**config.mk**
```make
export PLATFORM = sky130hd
export DESIGN_NAME = lcd_reader
export DESIGN_NICKNAME = d
export VERILOG_FILES = /design/src/rtl/lcd_pkg.sv /design/src/rtl/lcd_reader.sv
export SDC_FILE = /design/constraint.sdc
export NUM_CORES = 1
export LEC_CHECK = 0
export ABC_AREA = 1
export BUFFER_PORTS_ARGS = -buffer_cell sky130_fd_sc_hd__buf_2
export CELL_PAD_IN_SITES_DETAIL_PLACEMENT = 1
export CELL_PAD_IN_SITES_GLOBAL_PLACEMENT = 1
export CORE_UTILIZATION = 35
export DETAILED_ROUTE_END_ITERATION = 10
export PLACE_DENSITY_LB_ADDON = 0.08
export SYNTH_ARGS = -nofsm -noshare
export SYNTH_HDL_FRONTEND = slang
export SYNTH_SLANG_ARGS = --single-unit
```
**constraint.sdc**
```tcl
create_clock -name clk -period 1.65 [get_ports clk]
set_input_delay 0.2475 -clock clk [delete_from_list [all_inputs] [get_ports clk]]
set_output_delay 0.2475 -clock clk [all_outputs]
set_load 0.005 [all_outputs]
```
**src/rtl/lcd_pkg.sv**
```systemverilog
// Shared definitions for the HD44780 character LCD bus controllers.
package lcd_pkg;

    // Read controller states. The decision to re-poll or finish is taken on the
    // final ELOW edge so that back-to-back poll reads cost no extra clock.
    typedef enum logic [1:0] {
        RD_IDLE,
        RD_SETUP,
        RD_EHIGH,
        RD_ELOW
    } lcd_rd_state_t;

    // Register select encodings
    localparam logic LCD_RS_INSTR = 1'b0;
    localparam logic LCD_RS_DATA  = 1'b1;

    // Default bus timing at 10 MHz, shared with the write controller
    localparam int unsigned LCD_AS_CYCLES = 1;
    localparam int unsigned LCD_EH_CYCLES = 4;
    localparam int unsigned LCD_EL_CYCLES = 4;
    localparam int unsigned LCD_MAX_POLLS = 2000;

endpackage

```
**src/rtl/lcd_reader.sv**
```systemverilog
// Read-side controller for an HD44780-compatible LCD on the 8-bit bus.
// Performs RW=1 cycles returning BF/AC or a data byte, with optional
// busy-flag polling bounded by MAX_POLLS.
module lcd_reader
    import lcd_pkg::*;
#(
    parameter int unsigned AS_CYCLES = LCD_AS_CYCLES,
    parameter int unsigned EH_CYCLES = LCD_EH_CYCLES,
    parameter int unsigned EL_CYCLES = LCD_EL_CYCLES,
    parameter int unsigned MAX_POLLS = LCD_MAX_POLLS
) (
    input  logic       clk,
    input  logic       n_reset,
    input  logic       req,
    input  logic       cmd_rs,
    input  logic       poll_bf,
    output logic       ready,
    output logic       rd_valid,
    output logic [7:0] rd_data,
    output logic       busy_flag,
    output logic [6:0] addr,
    output logic       timeout,
    output logic       lcd_rs,
    output logic       lcd_rw,
    output logic       lcd_e,
    input  logic [7:0] lcd_data_in
);

    localparam logic [15:0] AS_LAST  = 16'(AS_CYCLES - 1);
    localparam logic [15:0] EH_LAST  = 16'(EH_CYCLES - 1);
    localparam logic [15:0] EL_LAST  = 16'(EL_CYCLES - 1);
    localparam logic [15:0] POLL_LIM = 16'(MAX_POLLS);

    lcd_rd_state_t state, state_nx;
    logic [15:0]   phase, phase_nx;
    logic [15:0]   polls, polls_nx;
    logic          rs_q, rs_nx;
    logic          poll_q, poll_nx;
    logic          poll_mode;
    logic          sample;
    logic          done;

    // Polling only applies to BF/AC reads
    assign poll_mode = poll_q && (rs_q == LCD_RS_INSTR);

    // State, phase counter, poll counter and captured command
    always_ff @(posedge clk or negedge n_reset) begin
        if (!n_reset) begin
            state  <= RD_IDLE;
            phase  <= '0;
            polls  <= '0;
            rs_q   <= LCD_RS_INSTR;
            poll_q <= 1'b0;
        end else begin
            state  <= state_nx;
            phase  <= phase_nx;
            polls  <= polls_nx;
            rs_q   <= rs_nx;
            poll_q <= poll_nx;
        end
    end

    // Next-state logic; one phase counter is reused by SETUP/EHIGH/ELOW
    always_comb begin
        state_nx = state;
        phase_nx = phase;
        polls_nx = polls;
        rs_nx    = rs_q;
        poll_nx  = poll_q;
        sample   = 1'b0;
        done     = 1'b0;
        case (state)
            RD_IDLE: begin
                if (req) begin
                    state_nx = RD_SETUP;
                    phase_nx = '0;
                    polls_nx = '0;
                    rs_nx    = cmd_rs;
                    poll_nx  = poll_bf;
                end
            end
            RD_SETUP: begin
                if (phase == AS_LAST) begin
                    state_nx = RD_EHIGH;
                    phase_nx = '0;
                end else begin
                    phase_nx = phase + 16'd1;
                end
            end
            RD_EHIGH: begin
                if (phase == EH_LAST) begin
                    state_nx = RD_ELOW;
                    phase_nx = '0;
                    sample   = 1'b1;
                    if (poll_mode && (polls != '1)) begin
                        polls_nx = polls + 16'd1;
                    end
                end else begin
                    phase_nx = phase + 16'd1;
                end
            end
            RD_ELOW: begin
                if (phase == EL_LAST) begin
                    phase_nx = '0;
                    if (poll_mode && busy_flag && (polls < POLL_LIM)) begin
                        state_nx = RD_SETUP;
                    end else begin
                        state_nx = RD_IDLE;
                        done     = 1'b1;
                    end
                end else begin
                    phase_nx = phase + 16'd1;
                end
            end
            default: begin
                state_nx = RD_IDLE;
                phase_nx = '0;
            end
        endcase
    end

    // Registered bus controls and results, decoded from the next state so
    // every output is a clean flop and reset drops E/RW immediately
    always_ff @(posedge clk or negedge n_reset) begin
        if (!n_reset) begin
            ready     <= 1'b1;
            rd_valid  <= 1'b0;
            rd_data   <= '0;
            busy_flag <= 1'b0;
            addr      <= '0;
            timeout   <= 1'b0;
            lcd_rs    <= 1'b0;
            lcd_rw    <= 1'b0;
            lcd_e     <= 1'b0;
        end else begin
            ready    <= (state_nx == RD_IDLE);
            lcd_e    <= (state_nx == RD_EHIGH);
            lcd_rw   <= (state_nx != RD_IDLE);
            lcd_rs   <= (state_nx != RD_IDLE) && rs_nx;
            rd_valid <= done;
            if (sample) begin
                rd_data <= lcd_data_in;
                timeout <= 1'b0;
                if (rs_q == LCD_RS_INSTR) begin
                    busy_flag <= lcd_data_in[7];
                    addr      <= lcd_data_in[6:0];
                end else begin
                    busy_flag <= 1'b0;
                end
            end
            if (done) begin
                timeout <= poll_mode && busy_flag;
            end
        end
    end

endmodule

```
==> impl_metrics.json <==
{
  "drtPass1Iterations": 4,
  "r2r_slack_ns": 0.009,
  "dp_slack_ns": -0.1336,
  "clk_path_buf_depth": 2,
  "hold_path.class": "in2reg",
  "synth-edff-count": 0,
  "routed_wirelength_um": 9095,
  "slew_violations": 0,
  "grt_pass1_vias": 3068,
  "rsz0062_at_grt": "true",
  "worst-path-buf-inv": 1,
  "finalInstanceArea_sq_um": 4288,
  "start_util": 0.3693,
  "viasPerCell": 4.826,
  "fillers": 1054,
  "crit_required_ns": 1.88,
  "synth_flop_cell": "dfrtp_1",
  "p_int_mw": 2.236,
  "gp_congestion": 0.7979,
  "whs_path_depth": 3,
  "path_cells": "nor2_1, nand2_1, nor2_2, nand2_2, nor2_4, nand2_4, clkbuf_16, nand2_2, o21ai_1",
  "fin_cells": 605,
  "switching_share": 0.2302,
  "tightest_slew_ns": 0.4562,
  "share_comb_of_total_power": 0.034,
  "mostFrequentLayoutCells": "nand2_1, dfrtp_1, nor2_1",
  "vias": 2920,
  "seq_area_frac_synth": 0.4693,
  "leakagePower_nw": 2.002,
  "syn-num-nets": 419,
  "diodes": 0,
  "cp_slowest_stage_delay_ns": 0.42,
  "coreArea_sq_um": 8382,
  "p_seq_frac": 0.495,
  "clkLatencyLatePin_ns": 0.34,
  "critPathMaxFanout": 7,
  "crit_type": "reg2reg",
  "drcViolationCount": 0,
  "rows": 33,
  "die-area_sq_um": 9225,
  "period_share": 0.9943,
  "yosysWarnings": 0,
  "wl_per_cell_um": 15.03,
  "hold_start": "lcd_data_in[7]",
  "drive_gt1_frac": 0.3400,
  "cts_htree_levels": 3,
  "grt_max_degree": 42,
  "netlist_instances": 403,
  "cts_buffers": 9,
  "numPortBuffers": 34,
  "power_density_nw_per_um2": 677.6,
  "end_kind": "register",
  "cts_tree": "done",
  "syn_area_per_cell_sq_um": 7.681,
  "startpoint_type": "register",
  "critPathTopFamily": "simple AND/OR/NAND/NOR gates",
  "ys_ff_latch": 58,
  "ant_nets": 0,
  "critPathSlowestCell": "dfrtp_1",
  "dpl.cell_count": 580,
  "drv_cap": 0,
  "crit_top_cell": "nand2_2",
  "period_minus_slack_ns": 1.641,
  "syn_area_sq_um": 3095,
  "fin_nets": 511,
  "cts_root_buf": "clkbuf_8",
  "r2r_end": "addr[5]",
  "synth_cell_types": 32,
  "async_flop_share": 1.000,
  "hpwl_um": 6356,
  "grt-ovfl-total": 0,
  "die_x_um": 96.05,
  "worstHoldEndpoint": "rd_data[7]",
  "cts.sinks": 58,
  "utilization": 0.5116,
  "setup_ws_ns": 0.009447,
  "mostFrequentLayoutCell": "nand2_1",
  "p_switching_mw": 0.6689,
  "r2r_cells": 9,
  "ir_worst_vdd_uv": 385.8,
  "grt_pass1_wl_um": 14680,
  "grt_use_total": 0.2102,
  "status": "complete, no violations",
  "pin_count": 35,
  "setup_violations": 0,
  "max_slew_margin": 0.6958,
  "syn_to_final_growth_pct": 38.52,
  "cp.arrival_ns": 1.87,
  "r2r-start": "phase[4]",
  "antenna_found_initial": 0,
  "post_dp_cell_area_sq_um": 3737,
  "clockPowerShare": 0.471,
  "fin_skew_ns": 0.01308,
  "drtIter0Drc": 116,
  "die_y_um": 96.05,
  "hold_viol_final": 0,
  "clkTransAtPathRegs_ns": 0.07,
  "max_freq_ghz": 0.6096
}
==> how the worst max path moves through the flow <==
stage                     startpoint        end  slack, ns  depth (start not counted)
after global placement      phase[0]   phase[8]      -0.10                          7
after detailed placement    phase[0]   phase[8]      -0.13                          7
after CTS                   phase[1]  polls[12]     -0.007                         10
after global routing        phase[4]    addr[5]      -0.11                          9
after floorplan             polls[0]   polls[0]       0.03                         10
final                       phase[4]    addr[5]      0.009                          9
==> kinds of logic after synthesis <==
| logic type | count (synthesis) | share of synthesized area |
|---|---|---|
| AOI/OAI and AO/OA | 35 | 0.06266 |
| xor gates and xnor gates | 18 | 0.05093 |
| muxes | 1 | 0.003638 |
| DFF | 58 | 0.4693 |
| and+or+nand+nor | 236 | 0.3339 |
| buffers and inverters | 52 | 0.06750 |
| adders and majority gates | 3 | 0.01213 |
==> sequential cells by signal (all words and copies together) (netlist names) <==
signal     cells
rs_q           1
lcd_rw         1
lcd_rs         1
lcd_e          1
busy_flag      1
rd_valid       1
timeout        1
ready          1
addr           7
state          2
poll_q         1
phase         16
polls         16
rd_data        8
==> synthesized netlist by cell type (8+ instances only) <==
master,n,area (sq um)
nand2_1,120,450.4
dfrtp_1,57,1426
nor2_1,51,191.4
inv_1,38,142.6
nand3_1,18,90.09
nor3_1,16,80.08
xor2_1,16,140.1
o21ai_0,14,70.07
nand4_1,12,75.07
inv_2,9,33.78
o21ai_1,9,45.04
a21oi_1,8,40.04
==> tightest hold or removal path, delay by kind of cell <==
family | cells | cell delay (ns)
simple gates | 2 | 0.12
buf+inv | 1 | 0.08
==> what timing repair did <==
| item | CTS | global route |
|---|---|---|
| cloned | 0 | 2 |
| buffers inserted | 2 | 4 |
| endpoints found under the setup margin | 30 | 53 |
| pin swaps | 3 | 20 |
| hold buffers | 1 | 0 |
| hold endpoints to repair | 16 | 0 |
| resized for setup | 9 | 59 |
==> layer usage <==
layer  wire length (um)  GRT usage  vias to the layer above
li1                   -          -                     1466
met1               4521     0.2979                     1409
met2               4199     0.3203                       37
met3                288    0.05134                        8
met4                 85    0.05224                        0
met5                  0          0                        -
==> power groups by stage <==
stage	logic, mW	registers, mW	clock network, mW
5_1_grt	0.116	1.44	1.45
6_report	0.0992	1.44	1.37
3_3_place_gp	0.0886	1.46	0
2_1_floorplan	0.0243	1.46	0
3_5_place_dp	0.0893	1.46	0
4_1_cts	0.0920	1.44	1.41
==> through the flow <==
stage | power (mW) | setup TNS (ns) | hold WS, ns
detailed placement | 1.553 | -1.632 | 0.2252
finish | 2.905 | 0 | 0.1487
floorplan | 1.487 | 0 | -0.04809
global route | 3.007 | -2.597 | 0.1673
global placement | 1.552 | -0.2240 | 0.2266
CTS | 2.937 | -0.007107 | 0.1212
==> final cells by class <==
cell class	instances	area, sq um	area share
Inverter	47	181.4	0.04231
Timing Repair Buffer	85	646.9	0.1509
Multi-Input combinational cell	294	1668	0.3890
Clock buffer	11	151.4	0.03531
Clock inverter	5	52.55	0.01226
Sequential cell	58	1456	0.3397
Tap cell	105	131.4	0.03064
Note: power is estimated with default switching activity, not from simulation.
